`src/rtl/mem_arb_if.sv`:
```
// External memory bus of mem_arb: one request at a time, accepted by
// mem_gnt and completed by mem_done.
interface mem_arb_if;
   logic        mem_req;
   logic        mem_wen;
   logic [31:0] mem_addr;
   logic [31:0] mem_wdata;
   logic [3:0]  mem_be;
   logic        mem_gnt;
   logic        mem_done;
   logic [31:0] mem_rdata;

   modport master (
      output mem_req, mem_wen, mem_addr, mem_wdata, mem_be,
      input  mem_gnt, mem_done, mem_rdata
   );

   modport slave (
      input  mem_req, mem_wen, mem_addr, mem_wdata, mem_be,
      output mem_gnt, mem_done, mem_rdata
   );
endinterface

```
`src/rtl/mem_arb.sv`:
```
// Fetch/data arbiter onto a single external memory port, data-first with a
// fetch starvation limit. Optional transaction timeout: MEM_ARB_TIMEOUT_EN.
module mem_arb #(
   parameter int unsigned STARVE_MAX = 4,
   parameter int unsigned TIMEOUT    = 255
) (
   input  logic        clk,
   input  logic        rst,
   input  logic        if_ren,
   input  logic [31:0] if_addr,
   output logic        if_valid,
   output logic [31:0] if_data,
   input  logic        dm_req,
   input  logic        dm_wen,
   input  logic [31:0] dm_addr,
   input  logic [31:0] dm_wdata,
   input  logic [3:0]  dm_be,
   output logic        dm_valid,
   output logic [31:0] dm_rdata,
   mem_arb_if.master   mem,
   output logic        stall,
   output logic        err
);

   localparam logic [3:0] STARVE_CAP = 4'(STARVE_MAX);

   typedef enum logic [1:0] {
      IDLE = 2'd0,
      REQ  = 2'd1,
      WAIT = 2'd2,
      RESP = 2'd3
   } state_e;

   state_e      state_q, state_d;
   logic        own_dm_q, own_dm_d;
   logic        mem_req_q, mem_req_d;
   logic        wen_q, wen_d;
   logic [31:0] addr_q, addr_d;
   logic [31:0] wdata_q, wdata_d;
   logic [31:0] rdata_q, rdata_d;
   logic [3:0]  be_q, be_d;
   logic [3:0]  starve_q, starve_d;
   logic        if_valid_q, if_valid_d;
   logic        dm_valid_q, dm_valid_d;
   logic        pick_if;
   logic        timeout_hit;

`ifdef MEM_ARB_TIMEOUT_EN
   logic [7:0] tcnt_q, tcnt_d;
   logic       err_q, err_d;

   // Transaction age: zero outside REQ/WAIT so it starts at 0 on REQ entry
   always_comb begin
      tcnt_d      = tcnt_q;
      err_d       = err_q;
      timeout_hit = 1'b0;
      if (state_q == REQ || state_q == WAIT) begin
         timeout_hit = (tcnt_q == 8'(TIMEOUT));
         tcnt_d      = tcnt_q + 8'd1;
      end else begin
         tcnt_d = 8'd0;
      end
      if (timeout_hit) begin
         err_d = 1'b1;
      end else begin
         err_d = err_q;
      end
   end

   // Timeout counter and sticky error flag
   always_ff @(posedge clk) begin
      if (rst) begin
         tcnt_q <= 8'd0;
         err_q  <= 1'b0;
      end else begin
         tcnt_q <= tcnt_d;
         err_q  <= err_d;
      end
   end

   assign err = err_q;
`else
   logic unused_timeout;

   assign timeout_hit    = 1'b0;
   assign err            = 1'b0;
   assign unused_timeout = ^TIMEOUT;
`endif

   // Next-state, request latching, response capture and starvation tracking
   always_comb begin
      state_d    = state_q;
      own_dm_d   = own_dm_q;
      mem_req_d  = mem_req_q;
      wen_d      = wen_q;
      addr_d     = addr_q;
      wdata_d    = wdata_q;
      be_d       = be_q;
      rdata_d    = rdata_q;
      starve_d   = starve_q;
      if_valid_d = 1'b0;
      dm_valid_d = 1'b0;
      pick_if    = if_ren && (!dm_req || (starve_q == STARVE_CAP));
      case (state_q)
         IDLE: begin
            if (dm_req || if_ren) begin
               state_d   = REQ;
               mem_req_d = 1'b1;
               own_dm_d  = !pick_if;
               if (pick_if) begin
                  addr_d   = if_addr;
                  wdata_d  = 32'h0;
                  be_d     = 4'hF;
                  wen_d    = 1'b0;
                  starve_d = 4'd0;
               end else begin
                  addr_d  = dm_addr;
                  wdata_d = dm_wdata;
                  be_d    = dm_be;
                  wen_d   = dm_wen;
                  if (!if_ren) begin
                     starve_d = 4'd0;
                  end else if (starve_q == STARVE_CAP) begin
                     starve_d = starve_q;
                  end else begin
                     starve_d = starve_q + 4'd1;
                  end
               end
            end else begin
               state_d  = IDLE;
               starve_d = 4'd0;
            end
         end
         REQ: begin
            if (timeout_hit) begin
               state_d    = RESP;
               mem_req_d  = 1'b0;
               rdata_d    = 32'h0;
               if_valid_d = !own_dm_q;
               dm_valid_d = own_dm_q;
            end else if (mem.mem_gnt) begin
               state_d   = WAIT;
               mem_req_d = 1'b0;
            end else begin
               state_d = REQ;
            end
         end
         WAIT: begin
            if (timeout_hit) begin
               state_d    = RESP;
               rdata_d    = 32'h0;
               if_valid_d = !own_dm_q;
               dm_valid_d = own_dm_q;
            end else if (mem.mem_done) begin
               state_d    = RESP;
               rdata_d    = mem.mem_rdata;
               if_valid_d = !own_dm_q;
               dm_valid_d = own_dm_q;
            end else begin
               state_d = WAIT;
            end
         end
         RESP: begin
            state_d = IDLE;
         end
         default: begin
            state_d = IDLE;
         end
      endcase
   end

   // State and datapath registers
   always_ff @(posedge clk) begin
      if (rst) begin
         state_q    <= IDLE;
         own_dm_q   <= 1'b0;
         mem_req_q  <= 1'b0;
         wen_q      <= 1'b0;
         addr_q     <= 32'h0;
         wdata_q    <= 32'h0;
         be_q       <= 4'h0;
         rdata_q    <= 32'h0;
         starve_q   <= 4'd0;
         if_valid_q <= 1'b0;
         dm_valid_q <= 1'b0;
      end else begin
         state_q    <= state_d;
         own_dm_q   <= own_dm_d;
         mem_req_q  <= mem_req_d;
         wen_q      <= wen_d;
         addr_q     <= addr_d;
         wdata_q    <= wdata_d;
         be_q       <= be_d;
         rdata_q    <= rdata_d;
         starve_q   <= starve_d;
         if_valid_q <= if_valid_d;
         dm_valid_q <= dm_valid_d;
      end
   end

   assign mem.mem_req   = mem_req_q;
   assign mem.mem_wen   = wen_q;
   assign mem.mem_addr  = addr_q;
   assign mem.mem_wdata = wdata_q;
   assign mem.mem_be    = be_q;
   assign if_valid      = if_valid_q;
   assign dm_valid      = dm_valid_q;
   assign if_data       = rdata_q;
   assign dm_rdata      = rdata_q;
   // Stall releases in the same cycle the completion pulse is seen
   assign stall = (dm_req & ~dm_valid_q) | (if_ren & ~if_valid_q);

endmodule

```
`src/flat_wrapper.sv`:
```
// flat-port wrapper written by rule: the top's interface ports become plain ports
module mem_arb_flat 
#(
   parameter int unsigned STARVE_MAX = 4,
   parameter int unsigned TIMEOUT    = 255
)
  (clk, rst, if_ren, if_addr, if_valid, if_data, dm_req, dm_wen, dm_addr, dm_wdata, dm_be, dm_valid, dm_rdata, stall, err, mem_mem_req, mem_mem_wen, mem_mem_addr, mem_mem_wdata, mem_mem_be, mem_mem_gnt, mem_mem_done, mem_mem_rdata);
  mem_arb_if mem_i ();
  input  logic clk;
  input  logic rst;
  input  logic if_ren;
  input  logic [31:0] if_addr;
  output logic if_valid;
  output logic [31:0] if_data;
  input  logic dm_req;
  input  logic dm_wen;
  input  logic [31:0] dm_addr;
  input  logic [31:0] dm_wdata;
  input  logic [3:0] dm_be;
  output logic dm_valid;
  output logic [31:0] dm_rdata;
  output logic stall;
  output logic err;
  output wire logic [$bits(mem_i.mem_req)-1:0] mem_mem_req;
  output wire logic [$bits(mem_i.mem_wen)-1:0] mem_mem_wen;
  output wire logic [$bits(mem_i.mem_addr)-1:0] mem_mem_addr;
  output wire logic [$bits(mem_i.mem_wdata)-1:0] mem_mem_wdata;
  output wire logic [$bits(mem_i.mem_be)-1:0] mem_mem_be;
  input wire logic [$bits(mem_i.mem_gnt)-1:0] mem_mem_gnt;
  input wire logic [$bits(mem_i.mem_done)-1:0] mem_mem_done;
  input wire logic [$bits(mem_i.mem_rdata)-1:0] mem_mem_rdata;
  assign mem_mem_req = mem_i.mem_req;
  assign mem_mem_wen = mem_i.mem_wen;
  assign mem_mem_addr = mem_i.mem_addr;
  assign mem_mem_wdata = mem_i.mem_wdata;
  assign mem_mem_be = mem_i.mem_be;
  assign mem_i.mem_gnt = mem_mem_gnt;
  assign mem_i.mem_done = mem_mem_done;
  assign mem_i.mem_rdata = mem_mem_rdata;
  mem_arb #(.STARVE_MAX(STARVE_MAX), .TIMEOUT(TIMEOUT)) u_core (.clk(clk), .rst(rst), .if_ren(if_ren), .if_addr(if_addr), .if_valid(if_valid), .if_data(if_data), .dm_req(dm_req), .dm_wen(dm_wen), .dm_addr(dm_addr), .dm_wdata(dm_wdata), .dm_be(dm_be), .dm_valid(dm_valid), .dm_rdata(dm_rdata), .mem(mem_i), .stall(stall), .err(err));
endmodule
```
`config.mk`:
```
export PLATFORM = sky130hd
export DESIGN_NAME = mem_arb_flat
export DESIGN_NICKNAME = d
export VERILOG_FILES = /design/src/rtl/mem_arb_if.sv /design/src/rtl/mem_arb.sv /design/src/flat_wrapper.sv
export SDC_FILE = /design/constraint.sdc
export NUM_CORES = 1
export LEC_CHECK = 0
export ABC_AREA = 1
export CORE_MARGIN = 5
export CORE_UTILIZATION = 35
export DETAILED_ROUTE_END_ITERATION = 6
export HOLD_SLACK_MARGIN = 0.1
export PLACE_DENSITY = 0.83
export SLEW_MARGIN = 0
export SYNTH_ARGS = -nofsm -noshare
export SYNTH_HDL_FRONTEND = slang
export SYNTH_SLANG_ARGS = --single-unit
```
`constraint.sdc`:
```
create_clock -name clk -period 1.3 [get_ports clk]
set_input_delay 0.195 -clock clk [delete_from_list [all_inputs] [get_ports clk]]
set_output_delay 0.195 -clock clk [all_outputs]
set_load 0.05 [all_outputs]
```
# Word level (Yosys, flattened, before mapping)
# Cells that the tools add are included.
# totals
memories	0
inputBits	139
out_inout_bits	138
mem_bits_rw	0
latchBits	0
register_bits	111
elab_cells	54
rom_bits	0
# op_classes
multipliers	0
div_mod_pow	0
n_addsub	1
n_eq_ne	7
shifts	0
n_mux	15
order_cmp	0
reduce_logical	13
n_bitwise	7
# op_table
op	n
$mux W32	2
$mux W4	5
$pmux W2 S4	1
$reduce_and A2 Y1	3
$mux W1	5
$add A4 B1 Y4 const B	1
$eq A2 B2 Y1 const B	2
$eq A4 B3 Y1 const B	1
$ne A4 B3 Y1 const B	1
$not A1 Y1	4
$logic_not A1 Y1	3
$reduce_and A3 Y1	1
$reduce_or A3 Y1	1
$and A1 B1 Y1	2
$eq A2 B1 Y1 const B	1
$logic_not A2 Y1	1
$logic_or A1 B1 Y1	2
$mux W2	1
$ne A2 B1 Y1 const B	1
$ne A2 B2 Y1 const B	1
$pmux W1 S2	1
$reduce_bool A2 Y1	1
$logic_and A1 B1 Y1	1
$or A1 B1 Y1	1

# Longest topological paths before layout
# logic_depth
depth_word	5
depth_mapped	11
mapped_depth_nobuf	9

# Worst setup path before layout
# No wires, ideal clock.
# synth_timing
kind	flip-flop to output port
start	register u_core.dm_valid_q, in the netlist u_core.dm_valid
end	output stall
arrival_ps	1313
required_time_ps	1105
setup_slack_ps	-208
path_stages_with_launch	2
path_buffers	0
path_cell_list	dfxtp_1 > o22ai_1
# synth_between
elab_chain_cells	3
# synth_rtl
item	line	text
start, declared	mem_arb.sv:44	logic dm_valid_q, dm_valid_d;
start signal, assigned	mem_arb.sv:197	dm_valid_q <= dm_valid_d;
$not A1 Y1	mem_arb.sv:211	assign stall = (dm_req & ~dm_valid_q) | (if_ren & ~if_valid_q);
$and A1 B1 Y1	mem_arb.sv:211	
$or A1 B1 Y1	mem_arb.sv:211	
end, declared	flat_wrapper.sv:22	output logic stall;
# Every way passes these cells.

# Worst setup path in the final report
# layout_timing
start	register u_core.starve_q[0]
end	register u_core.addr_q[15], in the netlist u_core.mem.mem_addr[15]
# layout_between
elab_chain_cells	4
# layout_rtl
item	line	text
start, declared	mem_arb.sv:42	logic [3:0] starve_q, starve_d;
start signal, assigned	mem_arb.sv:195	starve_q <= starve_d;
$eq A4 B3 Y1	mem_arb.sv:103	pick_if = if_ren && (!dm_req || (starve_q == STARVE_CAP));
$logic_or A1 B1 Y1	mem_arb.sv:103	
$logic_and A1 B1 Y1	mem_arb.sv:103	
$mux W32	mem_arb.sv:110	if (pick_if) begin
end signal, assigned	mem_arb.sv:191	addr_q <= addr_d;
end, declared	mem_arb.sv:38	logic [31:0] addr_q, addr_d;
# Every way passes these cells.
# A chain may end at the register's enable or synchronous reset.

==> results.ini <==
[status]
run_status=finished, violations left
violations=setup timing

[floorplan]
row_count=43
ios=277
initial_core_util_pct=35.4
die_height_um=128
dieArea_um2=16300
core_area_um2=13700
die_w_um=128

[grt]
grt_pass1_vias=5418
grt_pass1_wl_um=28800
grt_max_degree=77
overflow=0
antenna_found_initial=0
grt_usage_pct=22.4

[pwr]
peakVddDrop_uv=785
combPwrFrac_pct=38.5
switching_share_pct=34.2
seqPwrFrac_pct=34.9
leakage_nw=4.29
power_switching_mw=3.95
internal_power_mw=7.61
cellPowerDensity_nw_per_um2=1130
clkPwrFrac_pct=26.7

[worst_hold_path]
hold_path_class=primary input to register
worstHoldPathCells=5

[drt]
viasPerCell=4.90
wl_um=20100
vias=5443
drt-pass1-iter-count=4
routedWlPerCell_um=18.1
remaining_drc_errors=0
route.antenna.remaining_nets=0
drtIter0Drc=279

[critical_path]
path_max_fanout=6
crit_path_end_kind=register
arrival_ns=1.64
required_ns=1.55
path_class=register to register
rr_worst_depth=10
critPathLaunchType=register

[layout]
drive_gt1_share_pct=31.5
diodes=0
final_area_um2=10200
syn2layout_area_growth_pct=110
nets=1067

[placement]
place_congestion=0.868
dp_slack_ns=-0.379
io_buffers=275
dpl.hpwl_um=13100
dpl-instance-area_um2=9050

[clocking]
holdBufCountCts=0
clock_latency_ns=0.35
clock_sinks=111
cts_buffers=9
h-tree-depth=3
cts_buffer_depth=2
clk_pin_slew_ns=0.08
clockRootBuffer=clkbuf_16
tritoncts=done

[sta]
finClkSkew_ns=0.00933
grt_setup_unrepaired=yes
period_needed_ns=1.39
maxSlewHeadroom_pct=63.0
layout_setup_ws_ns=-0.0905
worst_slew_pin_slew_ns=0.555
slew_violations=0
fin_crit_sh_pct=107
hold_viol_final=0
timing.setup.tns_ns=-2.72
setup_violations=63
fmax_mhz=719

[flow_run]
maxCapViolations=0

[logic_synthesis]
ys_seq_area_share_pct=45.8
synth_cell_types=24
syn_avg_cell_area_um2=7.13
synth_warnings=0
yosys_register_bits=111
syn-num-nets=822
synth_area_um2=4860
syn-instance-count=681

==> area by class of cell <==
type / instances / area (µm²)
inverter: 81 / 314
clock inverter: 5 / 88.8
multi-input combinational: 409 / 2330
tap: 180 / 225
sequential: 111 / 2230
clock buffer: 10 / 239
fill: 889 / 3510
timing repair buffer: 314 / 4790
==> layer usage <==
metal  track usage [%]  up-vias  routed length [µm]
li1                  -     2615                   -
met3              7.29       31                1790
met5                 0        -                   0
met2              40.3      237               10500
met1              24.6     2560                7490
met4              7.87        0                 345
==> registers in the layout (all words and copies together) (netlist names), named ones only <==
| signal | flops |
|---|---|
| u_core.dm_rdata | 32 |
| u_core.dm_valid | 1 |
| u_core.if_valid | 1 |
| u_core.mem.mem_addr | 32 |
| u_core.mem.mem_be | 4 |
| u_core.mem.mem_req | 1 |
| u_core.mem.mem_wdata | 32 |
| u_core.mem.mem_wen | 1 |
| u_core.own_dm_q | 1 |
| u_core.starve_q | 4 |
| u_core.state_q | 1 |
==> timing repair <==
| item | 4_1_cts | 5_1_grt |
|---|---|---|
| resized for setup | 57 | 84 |
| gates cloned | 8 | 5 |
| setup buffers | 3 | 0 |
| pin swaps | 27 | 36 |
| setup endpoints to repair | 71 | 108 |
==> kinds of logic after synthesis <==
group                      synth area share (%)
and+or+nand+nor                            25.7
DFF                                        45.8
buffers and inverters                      16.0
other                                    0.0772
adders and majority gates                 0.515
AOI/OAI and AO/OA                          12.0
==> worst paths after layout <==
check	from	slack, ns	endpoint
hold reg to reg	u_core.own_dm_q$_SDFFE_PP0P_	0.47	u_core.if_valid$_SDFF_PP0_
setup reg to reg	u_core.starve_q[0]$_SDFFE_PP0P_	-0.09	u_core.mem.mem_addr[15]$_SDFFE_PP0P_
setup / recovery	u_core.starve_q[0]$_SDFFE_PP0P_	-0.09	u_core.mem.mem_addr[15]$_SDFFE_PP0P_
hold / removal	rst	0.36	u_core.dm_rdata[8]$_SDFFE_PP0P_
==> placed cells by master (no fill, tap or decap), drive strengths merged, types with 2 or more instances in the layout <==
master / n
a21oi: 71
buf: 172
bufinv: 2
clkbuf: 15
clkdlybuf4s50: 135
clkinv: 3
dfxtp: 111
ha: 2
inv: 81
nand2: 109
nand3: 104
nor2: 77
o21ai: 40
==> critical path, cell delays in order, from the launching register on <==
cell,delay (ns)
dfxtp_2,0.34
inv_2,0.05
ha_4,0.16
nand3_4,0.06
nand2_4,0.08
buf_12,0.18
clkbuf_16,0.15
nand3_1,0.06
nand3_1,0.09
nand2_1,0.07
inv_1,0.04
==> power by group through the flow <==
stage               Sequential [mW]  Combinational (mW)  Clock [mW]
finish                         4.03                4.45        3.08
global route                   4.06                4.66        3.27
CTS                            4.03                4.29        3.15
detailed placement             4.11                4.02           0
global placement               4.09                3.96           0
floorplan                      4.86                1.10           0
==> synth_stat cells (all sizes together) <==
cell type	instances	area share (%)
nand2	109	8.5
nor3	1	0.10
dfxtp	111	46
nand4	1	0.13
o21ai	40	4.4
o22ai	1	0.13
clkbuf	23	1.8
buf	57	8.0
a21oi	71	7.3
o31ai	1	0.15
nor3b	1	0.15
conb	1	0.077
nand3	104	11
nor2	77	6.1
inv	81	6.3
ha	2	0.52
==> metrics by stage <==
step                      power, mW  hold slack [ns]  util [%]  std cells
after floorplan                5.96            0.327         -        681
after global placement         8.05            0.443      66.0       1079
after detailed placement       8.13            0.457      66.0       1079
after CTS                      11.5            0.352      71.6       1105
after global routing           12.0            0.379      74.4       1110
final                          11.6            0.363      74.4       1110
(Power assumes the default switching activity.)
